[config.mk]
export PLATFORM = sky130hd
export DESIGN_NAME = vram_fill
export DESIGN_NICKNAME = d
export VERILOG_FILES = /design/src/rtl/vram_fill.sv
export SDC_FILE = /design/constraint.sdc
export NUM_CORES = 1
export LEC_CHECK = 0
export BUFFER_PORTS_ARGS = -buffer_cell sky130_fd_sc_hd__buf_2
export CAP_MARGIN = 30
export CELL_PAD_IN_SITES_DETAIL_PLACEMENT = 1
export CELL_PAD_IN_SITES_GLOBAL_PLACEMENT = 2
export CORE_MARGIN = 1
export CORE_UTILIZATION = 41
export CTS_CLUSTER_SIZE = 10
export DETAILED_ROUTE_END_ITERATION = 6
export PLACE_DENSITY_LB_ADDON = 0.1
export SYNTH_ARGS = -nofsm -noshare
export SYNTH_HDL_FRONTEND = slang
export SYNTH_SLANG_ARGS = --single-unit
[constraint.sdc]
create_clock -name cpu_clk -period 11.3 [get_ports cpu_clk]
set_input_delay 2.26 -clock cpu_clk [delete_from_list [all_inputs] [get_ports cpu_clk]]
set_output_delay 2.26 -clock cpu_clk [all_outputs]
set_load 0.02 [all_outputs]
[src/rtl/vram_fill.sv]
// vram_fill: rectangle fill engine for a row-major 8-bit VRAM.
// A start request in IDLE captures the rectangle. SETUP derives the base address
// with shifts and adds, and also derives the effective size. FILL then emits one
// write per unstalled cycle, column first. DONE pulses completion.
// Optional feature: define VRAM_FILL_CLIP_EN to clip rectangles to the screen.
// Without it, rectangles that overhang the screen are rejected with an err pulse.
module vram_fill #(
  parameter int SCR_W = 160,
  parameter int SCR_H = 100
) (
  input  logic        cpu_clk,
  input  logic        reset,
  input  logic        start,
  input  logic [7:0]  x0,
  input  logic [6:0]  y0,
  input  logic [7:0]  w,
  input  logic [6:0]  h,
  input  logic [7:0]  color,
  input  logic        vram_wait,
  output logic        vram_wr,
  output logic [13:0] vram_addr,
  output logic [7:0]  vram_data,
  output logic        busy,
  output logic        done,
  output logic        err
);

  localparam logic [1:0] ST_IDLE  = 2'd0;
  localparam logic [1:0] ST_SETUP = 2'd1;
  localparam logic [1:0] ST_FILL  = 2'd2;
  localparam logic [1:0] ST_DONE  = 2'd3;

  localparam logic [13:0] SCR_W14 = 14'(SCR_W);
  localparam logic [8:0]  SCR_W9  = 9'(SCR_W);
  localparam logic [7:0]  SCR_H8  = 8'(SCR_H);

  logic [1:0]  state_q, state_d;
  logic [7:0]  x0_q, x0_d, w_q, w_d, color_q, color_d;
  logic [6:0]  y0_q, y0_d, h_q, h_d;
  logic [13:0] row_base_q, row_base_d;
  logic [7:0]  col_q, col_d, ew_q, ew_d;
  logic [6:0]  row_q, row_d, eh_q, eh_d;
  logic        fin_q, fin_d;
  logic        wr_q, wr_d;
  logic [13:0] addr_q, addr_d;
  logic [7:0]  data_q, data_d;
  logic        busy_q, busy_d, done_q, done_d, err_q, err_d;

  // Base address y0*SCR_W + x0 as a sum of shifted copies of y0, one per set bit of SCR_W.
  logic [13:0] base_acc [0:14];
  assign base_acc[0] = {6'd0, x0_q};
  generate
    for (genvar gi = 0; gi < 14; gi++) begin : g_base
      if (SCR_W14[gi]) begin : g_add
        assign base_acc[gi+1] = base_acc[gi] + (14'(y0_q) << gi);
      end else begin : g_pass
        assign base_acc[gi+1] = base_acc[gi];
      end
    end
  endgenerate

  logic [7:0] ew_calc;
  logic [6:0] eh_calc;
  logic       zero_calc, err_calc;

`ifdef VRAM_FILL_CLIP_EN
  logic [8:0] room_x;
  logic [7:0] room_y;
  logic       off_screen;

  // Clip the rectangle to the visible area; fully off-screen means nothing to draw.
  always_comb begin
    room_x     = SCR_W9 - {1'b0, x0_q};
    room_y     = SCR_H8 - {1'b0, y0_q};
    off_screen = ({1'b0, x0_q} >= SCR_W9) || ({1'b0, y0_q} >= SCR_H8);
    ew_calc    = ({1'b0, w_q} > room_x) ? room_x[7:0] : w_q;
    eh_calc    = ({1'b0, h_q} > room_y) ? room_y[6:0] : h_q;
    zero_calc  = off_screen || (w_q == 8'd0) || (h_q == 7'd0);
    err_calc   = 1'b0;
  end
`else
  logic [8:0] sum_x;
  logic [7:0] sum_y;

  // Draw unclipped; an empty rectangle is a no-op, any overhang is rejected.
  always_comb begin
    sum_x     = {1'b0, x0_q} + {1'b0, w_q};
    sum_y     = {1'b0, y0_q} + {1'b0, h_q};
    ew_calc   = w_q;
    eh_calc   = h_q;
    zero_calc = (w_q == 8'd0) || (h_q == 7'd0);
    err_calc  = !zero_calc && ((sum_x > SCR_W9) || (sum_y > SCR_H8));
  end
`endif

  logic last_col, last_row;
  assign last_col = (col_q == ew_q - 8'd1);
  assign last_row = (row_q == eh_q - 7'd1);

  // Next-state logic for the control FSM, position counters and output registers.
  always_comb begin
    state_d    = state_q;
    x0_d       = x0_q;
    y0_d       = y0_q;
    w_d        = w_q;
    h_d        = h_q;
    color_d    = color_q;
    row_base_d = row_base_q;
    col_d      = col_q;
    row_d      = row_q;
    ew_d       = ew_q;
    eh_d       = eh_q;
    fin_d      = fin_q;
    wr_d       = 1'b0;
    addr_d     = addr_q;
    data_d     = data_q;
    busy_d     = busy_q;
    done_d     = 1'b0;
    err_d      = 1'b0;
    case (state_q)
      ST_IDLE: begin
        if (start) begin
          x0_d    = x0;
          y0_d    = y0;
          w_d     = w;
          h_d     = h;
          color_d = color;
          busy_d  = 1'b1;
          state_d = ST_SETUP;
        end
      end
      ST_SETUP: begin
        row_base_d = base_acc[14];
        ew_d       = ew_calc;
        eh_d       = eh_calc;
        col_d      = 8'd0;
        row_d      = 7'd0;
        fin_d      = 1'b0;
        if (zero_calc) begin
          done_d  = 1'b1;
          state_d = ST_DONE;
        end else if (err_calc) begin
          err_d   = 1'b1;
          busy_d  = 1'b0;
          state_d = ST_IDLE;
        end else begin
          state_d = ST_FILL;
        end
      end
      ST_FILL: begin
        // The cycle after the last write drops the strobe before entering DONE.
        if (fin_q) begin
          done_d  = 1'b1;
          state_d = ST_DONE;
        end else if (!vram_wait) begin
          wr_d   = 1'b1;
          addr_d = row_base_q + {6'd0, col_q};
          data_d = color_q;
          if (last_col) begin
            col_d      = 8'd0;
            row_d      = row_q + 7'd1;
            row_base_d = row_base_q + SCR_W14;
            fin_d      = last_row;
          end else begin
            col_d = col_q + 8'd1;
          end
        end
      end
      default: begin
        busy_d  = 1'b0;
        state_d = ST_IDLE;
      end
    endcase
  end

  // State and output registers; reset abandons any fill in progress.
  always_ff @(posedge cpu_clk or posedge reset) begin
    if (reset) begin
      state_q    <= ST_IDLE;
      x0_q       <= 8'd0;
      y0_q       <= 7'd0;
      w_q        <= 8'd0;
      h_q        <= 7'd0;
      color_q    <= 8'd0;
      row_base_q <= 14'd0;
      col_q      <= 8'd0;
      row_q      <= 7'd0;
      ew_q       <= 8'd0;
      eh_q       <= 7'd0;
      fin_q      <= 1'b0;
      wr_q       <= 1'b0;
      addr_q     <= 14'd0;
      data_q     <= 8'd0;
      busy_q     <= 1'b0;
      done_q     <= 1'b0;
      err_q      <= 1'b0;
    end else begin
      state_q    <= state_d;
      x0_q       <= x0_d;
      y0_q       <= y0_d;
      w_q        <= w_d;
      h_q        <= h_d;
      color_q    <= color_d;
      row_base_q <= row_base_d;
      col_q      <= col_d;
      row_q      <= row_d;
      ew_q       <= ew_d;
      eh_q       <= eh_d;
      fin_q      <= fin_d;
      wr_q       <= wr_d;
      addr_q     <= addr_d;
      data_q     <= data_d;
      busy_q     <= busy_d;
      done_q     <= done_d;
      err_q      <= err_d;
    end
  end

  assign vram_wr   = wr_q;
  assign vram_addr = addr_q;
  assign vram_data = data_q;
  assign busy      = busy_q;
  assign done      = done_q;
  assign err       = err_q;

endmodule
* Yosys cells after proc, flatten, opt, wreduce, memory -nomap -nowiden
Cells that the tools add are included.
Word-level totals: register bits 111, output and inout bits 26, word-level logic and storage cells 92, input port bits 42
Cells by class: $add $sub $neg 10, magnitude comparators 2, equal/unequal tests 11, bitwise operators 3, reductions and logical operators 14, muxes and demuxes 34
Operator list (count):
- $mux W14 | 3
- $pmux W14 S2 | 1
- $mux W8 | 3
- $mux W7 | 3
- $pmux W8 S2 | 1
- $add A13 B14 Y14 | 1
- $add A14 B8 Y14 | 1
- $add A14 B8 Y14 const B | 1
- $mux W1 | 14
- $ne A2 B2 Y1 const B | 7
- $pmux W7 S2 | 1
- $add A8 B12 Y13 | 1
- $add A8 B8 Y9 | 1
- $gt A9 B8 Y1 const B | 1
- $add A7 B7 Y8 | 1
- $add A8 B1 Y8 const B | 1
- $eq A8 B8 Y1 | 1
- $gt A8 B7 Y1 const B | 1
- $logic_not A8 Y1 | 1
- $mux W2 | 4
- $reduce_and A4 Y1 | 2
- $sub A8 B1 Y8 const B | 1
- $add A7 B1 Y7 const B | 1
- $eq A7 B7 Y1 | 1
- other kinds (15) | 21

* Depth between registers and ports, before layout
Gate-level depths: netlist (run 1).
depth in word-level cells 7, gate-level depth with buffers 10, depth with buffers taken out 10

* Worst setup path before layout (run 1)
OpenSTA, ideal clock, no wires.
path type input port to flip-flop, start input port vram_wait, end register row_q[6], cell stages on the path 6, setup slack 7.764 ns, data required time 11.222 ns, path buffers 1, setup time 0.078 ns, arrival time 3.458 ns, cells stage by stage or2_2 -> clkbuf_1 -> clkinv_1 -> nand4_2 -> or3_1 -> a21oi_1
Between the ends: longest elaborated chain between the ends 2
RTL lines:
- from (decl) | RTL line 19 | input logic vram_wait,
- $ne A2 B2 Y1 (no line)
- $reduce_and A4 Y1 (no line)
- to (signal assigned) | RTL line 206 | row_q <= row_d;
- to (decl) | RTL line 42 | logic [6:0] row_q, row_d, eh_q, eh_d;
Every way passes these cells. A chain may end at the register's enable or synchronous reset.

* Final worst setup path (run 1)
start input port vram_wait, end register col_q[4]
Between the ends: longest elaborated chain between the ends 2
RTL lines:
- $ne A2 B2 Y1 (no line)
- $reduce_and A3 Y1 (no line)
- to (signal assigned) | RTL line 205 | col_q <= col_d;
- to (decl) | RTL line 41 | logic [7:0] col_q, col_d, ew_q, ew_d;
Every way passes these cells.

==> impl_results.md, run 1 <==
- Hold violation count in the final report: 0
- Hold buffer count at CTS: 0
- Cell area after synthesis: 6430 um^2
- Number of fill cells in the layout: 1735
- Clk Latency, worst-skew pair: 360 ps
- Sw Ratio: 0.273
- H-tree lvl count: 3
- RSZ-0062 raised after global routing: no
- Maxcap violations: 0
- Count of state elements after synthesis: 111
- Count of non-filler cells in the finished layout: 910
- Portion of total power attributed to sequential cells: 0.520
- Synthesis-to-finish area growth: 13.2%
- Ranking of synthesized cells by area: sky130_fd_sc_hd__dfrtp_1, sky130_fd_sc_hd__ha_1, sky130_fd_sc_hd__mux2_2
- Number of antenna violations at the first check in global routing: 0
- Status: complete, no violations
- Count of placed standard cells including taps: 893
- Type of destination of the critical path: register
- Cell with the biggest individual delay on the critical path: sky130_fd_sc_hd__clkinv_1
- Buffers plus inverters on the worst setup path: 3
- Post-synth ARST share: 1.00
- Commonest cells after routing, fill and taps aside: sky130_fd_sc_hd__dfrtp_1, sky130_fd_sc_hd__nand2_1, sky130_fd_sc_hd__buf_2
- Die Footprint: 16200 um^2
- Initial standard-cell utilization of the core: 0.421
- Core area: about 15000 um^2
- Post-cts sizing count: 0
- Final count of negative-setup-slack endpoints: 0
- Violation count after the first detailed-routing iteration: about 220
- Syn_area_per_cell: 10.1 um^2
- Yosys Warn Count: 0
- Shortest clock period the worst path allows after layout: between 4000 and 5000 ps
- Number of instances in the synthesized netlist: 634
- Fin Clk Skew: approximately 10 ps
- Number of distinct library cells after synthesis: 61
- TritonCTS clock tree: done
- Largest stage delay on the critical path: 640 ps
- Total number of vias: 4954
- Maximum number of pins on one net before global-route repair: 75
- Buffer depth of the longest clock path: 2
- Classification of the worst setup path: in2reg
- Peak fanout along the critical path: 37
- Cell internal pwr: 0.597 mW
- Primary flip-flop cell chosen by synthesis mapping: sky130_fd_sc_hd__dfrtp_1
- DRC violation count after routing: 0
- Sequential standard cell area: 2780 um^2
- Width of the die: 127 um
- Power share of the clock group: 0.382
- Chip Height: 127 um
- Highest attainable clock frequency: between 0.2 and 0.25 GHz
- Row count: 45
- Multi-input logic area: 3460 um^2
- Final Slew Violations: 0
- Worst slew margin: 0.462
- GRT Resource Usage Total: 0.218
- Reg-to-reg slack, setup: 7870 ps
- Hold Path Class: reg2reg
- Antenna Diode Count: 0
- Drt wl/cell: 17.6 um
- I/O pin cnt: 68
- Wire length reported by the detailed router: 16000 um
- Power per unit of standard cell area: 113 nW/um^2
- Sequential cell area fraction in the yosys report: 0.432
- Number of flops mapped to enable cells by yosys: 0
- Number of routed nets with antenna violations: 0
- Slew at the pin closest to its max-slew limit: 805 ps
- Input/output buffers: 67
- Synth top area share: 0.432
- Required time of the worst setup path: 11550 ps
- Total negative slack: 0 ps
- Vias in the first global route: 5297
- Mapped Nets: 726
- Kind of start point of the critical path: primary input
- Post-CTS setup buffer count: 0
- Portion of the clock cycle consumed by the worst path in the final layout: 0.372
- Clock transition at the registers of the reported paths: 80 ps
- Most common cell after layout, fill and taps aside: sky130_fd_sc_hd__dfrtp_1
- CP top delay family: buffers and inverters
- Part of the power in combinational logic: 0.098
- Switching power of the nets: 0.224 mW
- Length of the first detailed-routing pass in iterations: 4
- CTS Sinks: 111
- Wire length of the first global-routing pass: around 27000 um
- Leakage power summed over all cells: 3.74 nW
- Share of cells above drive strength 1: 0.213
- Routability congestion estimate: 0.786
- HPWL reported at the end of detailed placement: 12100 um
- Inserted Clock Buffers: 9
- IR Drop Worst-Case VDD: 65.2 uV
- Library cell occupying the most area in the post-synthesis netlist: sky130_fd_sc_hd__dfrtp_1
- Grt ovf: 0
- Crit path arrival time: 4450 ps
- Final layout net count: roughly 800
- Clock root buffer: sky130_fd_sc_hd__clkbuf_16
- Post-DR vias/cell: 5.44
- Cell Chain, Critical Path: buf_2 -> or2_2 -> buf_4 -> clkinv_1 -> nand2b_1 -> o21ai_0 -> a21o_2
## registers in the layout, summed over array words and instances (netlist names), 7 cells and up
name and flops:
vram_addr 14, vram_data 8, eh_calc 7, row_q 7, row_base_q 14, y0_q 7, ew_q 8, x0_q 8
ew_calc 8, col_q 8, eh_q 7, color_q 8
## worst register-to-register path, cell delays in order, from the launching register on
cell and delay [ps]:
sky130_fd_sc_hd__dfrtp_1 440, sky130_fd_sc_hd__inv_1 100, sky130_fd_sc_hd__ha_1 470, sky130_fd_sc_hd__nand2b_1 190, sky130_fd_sc_hd__or2_2 120, sky130_fd_sc_hd__buf_4 350
sky130_fd_sc_hd__clkinv_1 650, sky130_fd_sc_hd__nand2b_1 600, sky130_fd_sc_hd__o21ai_0 170, sky130_fd_sc_hd__a21o_2 230
## synthesized netlist by cell type, types with 5 or more instances
master	count
sky130_fd_sc_hd__dfrtp_1	111
sky130_fd_sc_hd__nand2_1	84
sky130_fd_sc_hd__o21ai_0	52
sky130_fd_sc_hd__mux2_2	48
sky130_fd_sc_hd__ha_1	45
sky130_fd_sc_hd__a21oi_1	29
sky130_fd_sc_hd__xnor2_1	28
sky130_fd_sc_hd__inv_1	26
sky130_fd_sc_hd__nor2_1	25
sky130_fd_sc_hd__xor2_1	23
sky130_fd_sc_hd__clkbuf_1	21
sky130_fd_sc_hd__nor3_1	14
sky130_fd_sc_hd__a21o_1	11
sky130_fd_sc_hd__nand3_1	7
sky130_fd_sc_hd__o211ai_1	7
sky130_fd_sc_hd__a22o_1	6
sky130_fd_sc_hd__a31oi_1	6
sky130_fd_sc_hd__o31ai_1	6
sky130_fd_sc_hd__and3_1	5
sky130_fd_sc_hd__fa_1	5
sky130_fd_sc_hd__nor2b_1	5
## logic make-up after synthesis
group | count (synthesis) | synth area share
AOI/OAI and AO/OA | 153 | 0.155
xor gates and xnor gates | 51 | 0.0695
adders and majority gates | 50 | 0.103
buffers and inverters | 50 | 0.0298
DFF | 111 | 0.432
muxes | 52 | 0.0903
and+or+nand+nor | 167 | 0.120
## routing by layer
| metal | global-route usage | wire [um] |
|---|---|---|
| met2 | 0.379 | 8060 |
| met3 | 0.0381 | 403 |
| met1 | 0.275 | 7310 |
| met4 | 0.0679 | 266 |
| met5 | 0 | 0 |
## cell type report
cell class / count / share of cell area
Multi-Input combinational cell: 473 / 0.475
Tap cell: 211 / 0.0363
Clock inverter: 6 / 0.00722
Timing Repair Buffer: 72 / 0.0540
Sequential cell: 111 / 0.382
Inverter: 27 / 0.0143
Clock buffer: 10 / 0.0315
## power groups by stage
| stage | combinational (mW) | clock (mW) | sequential (mW) |
|---|---|---|---|
| 2_1_floorplan | 0.0467 | 0 | 0.437 |
| 3_3_place_gp | 0.0773 | 0 | 0.435 |
| 3_5_place_dp | 0.0804 | 0 | 0.435 |
| 4_1_cts | 0.0811 | 0.322 | 0.427 |
| 5_1_grt | 0.0924 | 0.335 | 0.429 |
| 6_report | 0.0807 | 0.313 | 0.427 |
## per-stage QoR
stage | total power [mW] | instance area [um^2] | utilization | hold slack, ps | setup WS, ps
finish | 0.820 | 7280 | 0.477 | 466 | 7100
global route | 0.856 | 7280 | 0.477 | 500 | 6820
global placement | 0.512 | 6970 | 0.457 | 451 | 6860
CTS | 0.830 | 7250 | 0.475 | 472 | 7100
detailed placement | 0.515 | 6970 | 0.457 | 452 | 6730
floorplan | 0.484 | 6430 | - | 433 | 6110
## worst paths after layout
path,start,depth (start not counted),end
min in group asynchronous,reset,2,y0_q[5]
worst max-delay path,vram_wait,7,col_q[4]
worst max register to register,state_q[0],9,col_q[4]
worst min register to register,color_q[4],2,vram_data[4]
worst min-delay path,color_q[4],2,vram_data[4]
max in group asynchronous,reset,4,eh_q[2]
(Power assumes the default switching activity.)
==> run 2: changes to the inputs <==
ABC_AREA = 1   (was unset)
CORE_UTILIZATION = 36   (was 41)
clock period = 4.2 ns   (was 11.3 ns; I/O delays follow)
==> impl_results.md, run 2 <==
- Portion of the clock cycle consumed by the worst path in the final layout: 0.665
- Sum of internal, switching and leakage power: 6.47 mW
- Mapped Nets: 892
- IR Drop Worst-Case VDD: 309 uV
- Syn_area_per_cell: slightly above 8 um^2
- Primary flip-flop cell chosen by synthesis mapping: sky130_fd_sc_hd__dfrtp_1
- Synthesis-to-finish area growth: 13.5%
- Slew at the pin closest to its max-slew limit: 729 ps
- Clk Latency, worst-skew pair: 360 ps
- Highest attainable clock frequency: 0.358 GHz
- Worst slew margin: 0.514
- Post-layout util: 0.417
- H-tree lvl count: 3
- CTS Sinks: 111
- Drt wl/cell: 15.8 um
- Crit path arrival time: 3020 ps
- Post-synthesis share of cell area spent on xor and xnor gates: 0.0423
- Commonest cells after routing, fill and taps aside: sky130_fd_sc_hd__nand2_1, sky130_fd_sc_hd__dfrtp_1, sky130_fd_sc_hd__inv_1
- Number of routed nets with antenna violations: 0
- Input/output buffers: 67
- Total negative slack: 0 ps
- Final Slew Violations: 0
- Wire length reported by the detailed router: 17300 um
- Multiplexer share of the synthesized area: 0.0493
- Number of antenna violations at the first check in global routing: 0
- Hold Path Class: reg2reg
- Clock transition at the registers of the reported paths: 70 ps
- Post-CTS setup buffer count: 0
- Die Footprint: 19000 um^2
- Final count of negative-setup-slack endpoints: 0
- Final layout net count: 955
- HPWL reported at the end of detailed placement: 13500 um
- Length of the first detailed-routing pass in iterations: 4
- Post-synth ARST share: 1.00
- Maximum number of pins on one net before global-route repair: between 50 and 60
- Hold buffer count at CTS: 0
- Routability congestion estimate: 0.831
- Status: complete, no violations
- Clock root buffer: sky130_fd_sc_hd__clkbuf_16
- Antenna Diode Count: 0
- Compound-cell area share of the yosys netlist: 0.0980
- Number of fill cells in the layout: about 2200
- Total number of vias: ~5500
- Cell area after synthesis: 6630 um^2
- Maxcap violations: 0
- Shortest clock period the worst path allows after layout: 2790 ps
- Inserted Clock Buffers: 9
- Buffer depth of the longest clock path: 2
- Share of cells above drive strength 1: 0.151
- Adder-Cell Fraction of Synth Area: 0.100
- Most numerous cell types in the synthesized netlist: sky130_fd_sc_hd__nand2_1, sky130_fd_sc_hd__dfrtp_1, sky130_fd_sc_hd__inv_1
- Post-cts sizing count: 0
- Vias in the first global route: 5794
- Yosys Warn Count: 0
- I/O pin cnt: slightly below 70
- Count of state elements after synthesis: 111
- Wire length of the first global-routing pass: around 29000 um
- Classification of the worst setup path: reg2reg
- Number of flops mapped to enable cells by yosys: 0
- Initial standard-cell utilization of the core: 0.368
- Type of destination of the critical path: register
- Count of placed standard cells including taps: 1081
- Synth top area share: 0.419
- Violation count after the first detailed-routing iteration: 223
- Number of instances in the synthesized netlist: 800
- Kind of start point of the critical path: register
- RSZ-0062 raised after global routing: no
- Share of synthesized cell area in and, or, nand and nor gates: 0.221
- Width of the die: 138 um
- Leakage power summed over all cells: approximately 3.8 nW
- Chip Height: 138 um
- Most common cell after layout, fill and taps aside: sky130_fd_sc_hd__nand2_1
- Final instance area: ~7500 um^2
- Count of non-filler cells in the finished layout: 1096
- Grt ovf: 0
- Power per unit of standard cell area: 860 nW/um^2
- Most numerous cell in the Yosys netlist: sky130_fd_sc_hd__nand2_1
- Row count: 49
- Library cell occupying the most area in the post-synthesis netlist: sky130_fd_sc_hd__dfrtp_1
- Reg-to-reg slack, setup: 1410 ps
- Sequential standard cell area: 2780 um^2
- Multi-input logic area: 3390 um^2
- Hold violation count in the final report: 0
- Dominant combinational cell family by area after synthesis: simple AND/OR/NAND/NOR gates
- Sequential cell area fraction in the yosys report: 0.419
- Cell area reported after detailed placement: 7210 um^2
- GRT Resource Usage Total: 0.198
- TritonCTS clock tree: done
- Minimum setup slack in the final design: 1410 ps
- DRC violation count after routing: 0
- Place WS: 1410 ps
- Peak fanout along the critical path: 36
- Core area: about 18000 um^2
- Number of distinct library cells after synthesis: 43
- Ranking of synthesized cells by area: sky130_fd_sc_hd__dfrtp_1, sky130_fd_sc_hd__nand2_1, sky130_fd_sc_hd__ha_1
- Hold slack: 473 ps
- Post-DR vias/cell: 5.05
- Fin Clk Skew: 8.18 ps
- Required time of the worst setup path: 4430 ps
==> run 2: changes by cell type after synthesis, moves of 18 or more <==
| cell | before | now |
|---|---|---|
| sky130_fd_sc_hd__nor2_1 | 25 | 62 |
| sky130_fd_sc_hd__nand2_1 | 84 | 194 |
| sky130_fd_sc_hd__inv_1 | 26 | 93 |
| sky130_fd_sc_hd__mux2_2 | 48 | 29 |
| sky130_fd_sc_hd__xnor2_1 | 28 | 10 |
| sky130_fd_sc_hd__nand3_1 | 7 | 52 |
==> run 2: area by class of cell <==
cell class	count	share of cell area
inverters	97	0.0487
clock buffers	9	0.0299
multi-input cells	572	0.451
well taps	229	0.0381
flip-flops and latches	111	0.369
repair buffers	72	0.0512
clock inverters	6	0.0123
==> run 2: worst max-delay path, cell delays in order (launching register included) <==
cell and delay, ps:
sky130_fd_sc_hd__dfrtp_1 410, sky130_fd_sc_hd__inv_1 130, sky130_fd_sc_hd__ha_1 510, sky130_fd_sc_hd__inv_1 100
sky130_fd_sc_hd__or2_2 330, sky130_fd_sc_hd__nor2_4 380, sky130_fd_sc_hd__inv_2 360, sky130_fd_sc_hd__nand2_1 300
sky130_fd_sc_hd__o22ai_1 120
==> run 2: logic make-up after synthesis <==
family / count (synthesis)
AND/OR/NAND/NOR: 342
AO/OA/AOI/OAI: 119
buffers and inverters: 117
flip-flops: 111
adder cells (fa/ha/maj): 50
XOR/XNOR: 32
multiplexers: 29
==> run 2: per-layer routing <==
layer	vias to the layer above	wire length, um	GRT usage
li1	2759	-	-
met1	2687	8310	0.251
met2	74	8290	0.344
met3	18	381	0.0247
met4	0	367	0.0743
met5	-	0	0
==> run 2: worst paths after layout <==
path	from	endpoint	depth (start not counted)
worst max register to register	state_q[0]	col_q[5]	8
worst min register to register	vram_data[7]	vram_data[7]	2
max in group asynchronous	reset	vram_addr[7]	3
min in group asynchronous	reset	vram_addr[12]	2
worst max-delay path	state_q[0]	col_q[5]	8
worst min-delay path	vram_data[7]	vram_data[7]	2
==> run 2: report_power, final <==
| part | switching (mW) | internal (mW) |
|---|---|---|
| Sequential | 0.445 | 1.53 |
| Combinational | 2.18 | 1.38 |
| Clock | 0.412 | 0.525 |
| Total | 3.04 | 3.43 |
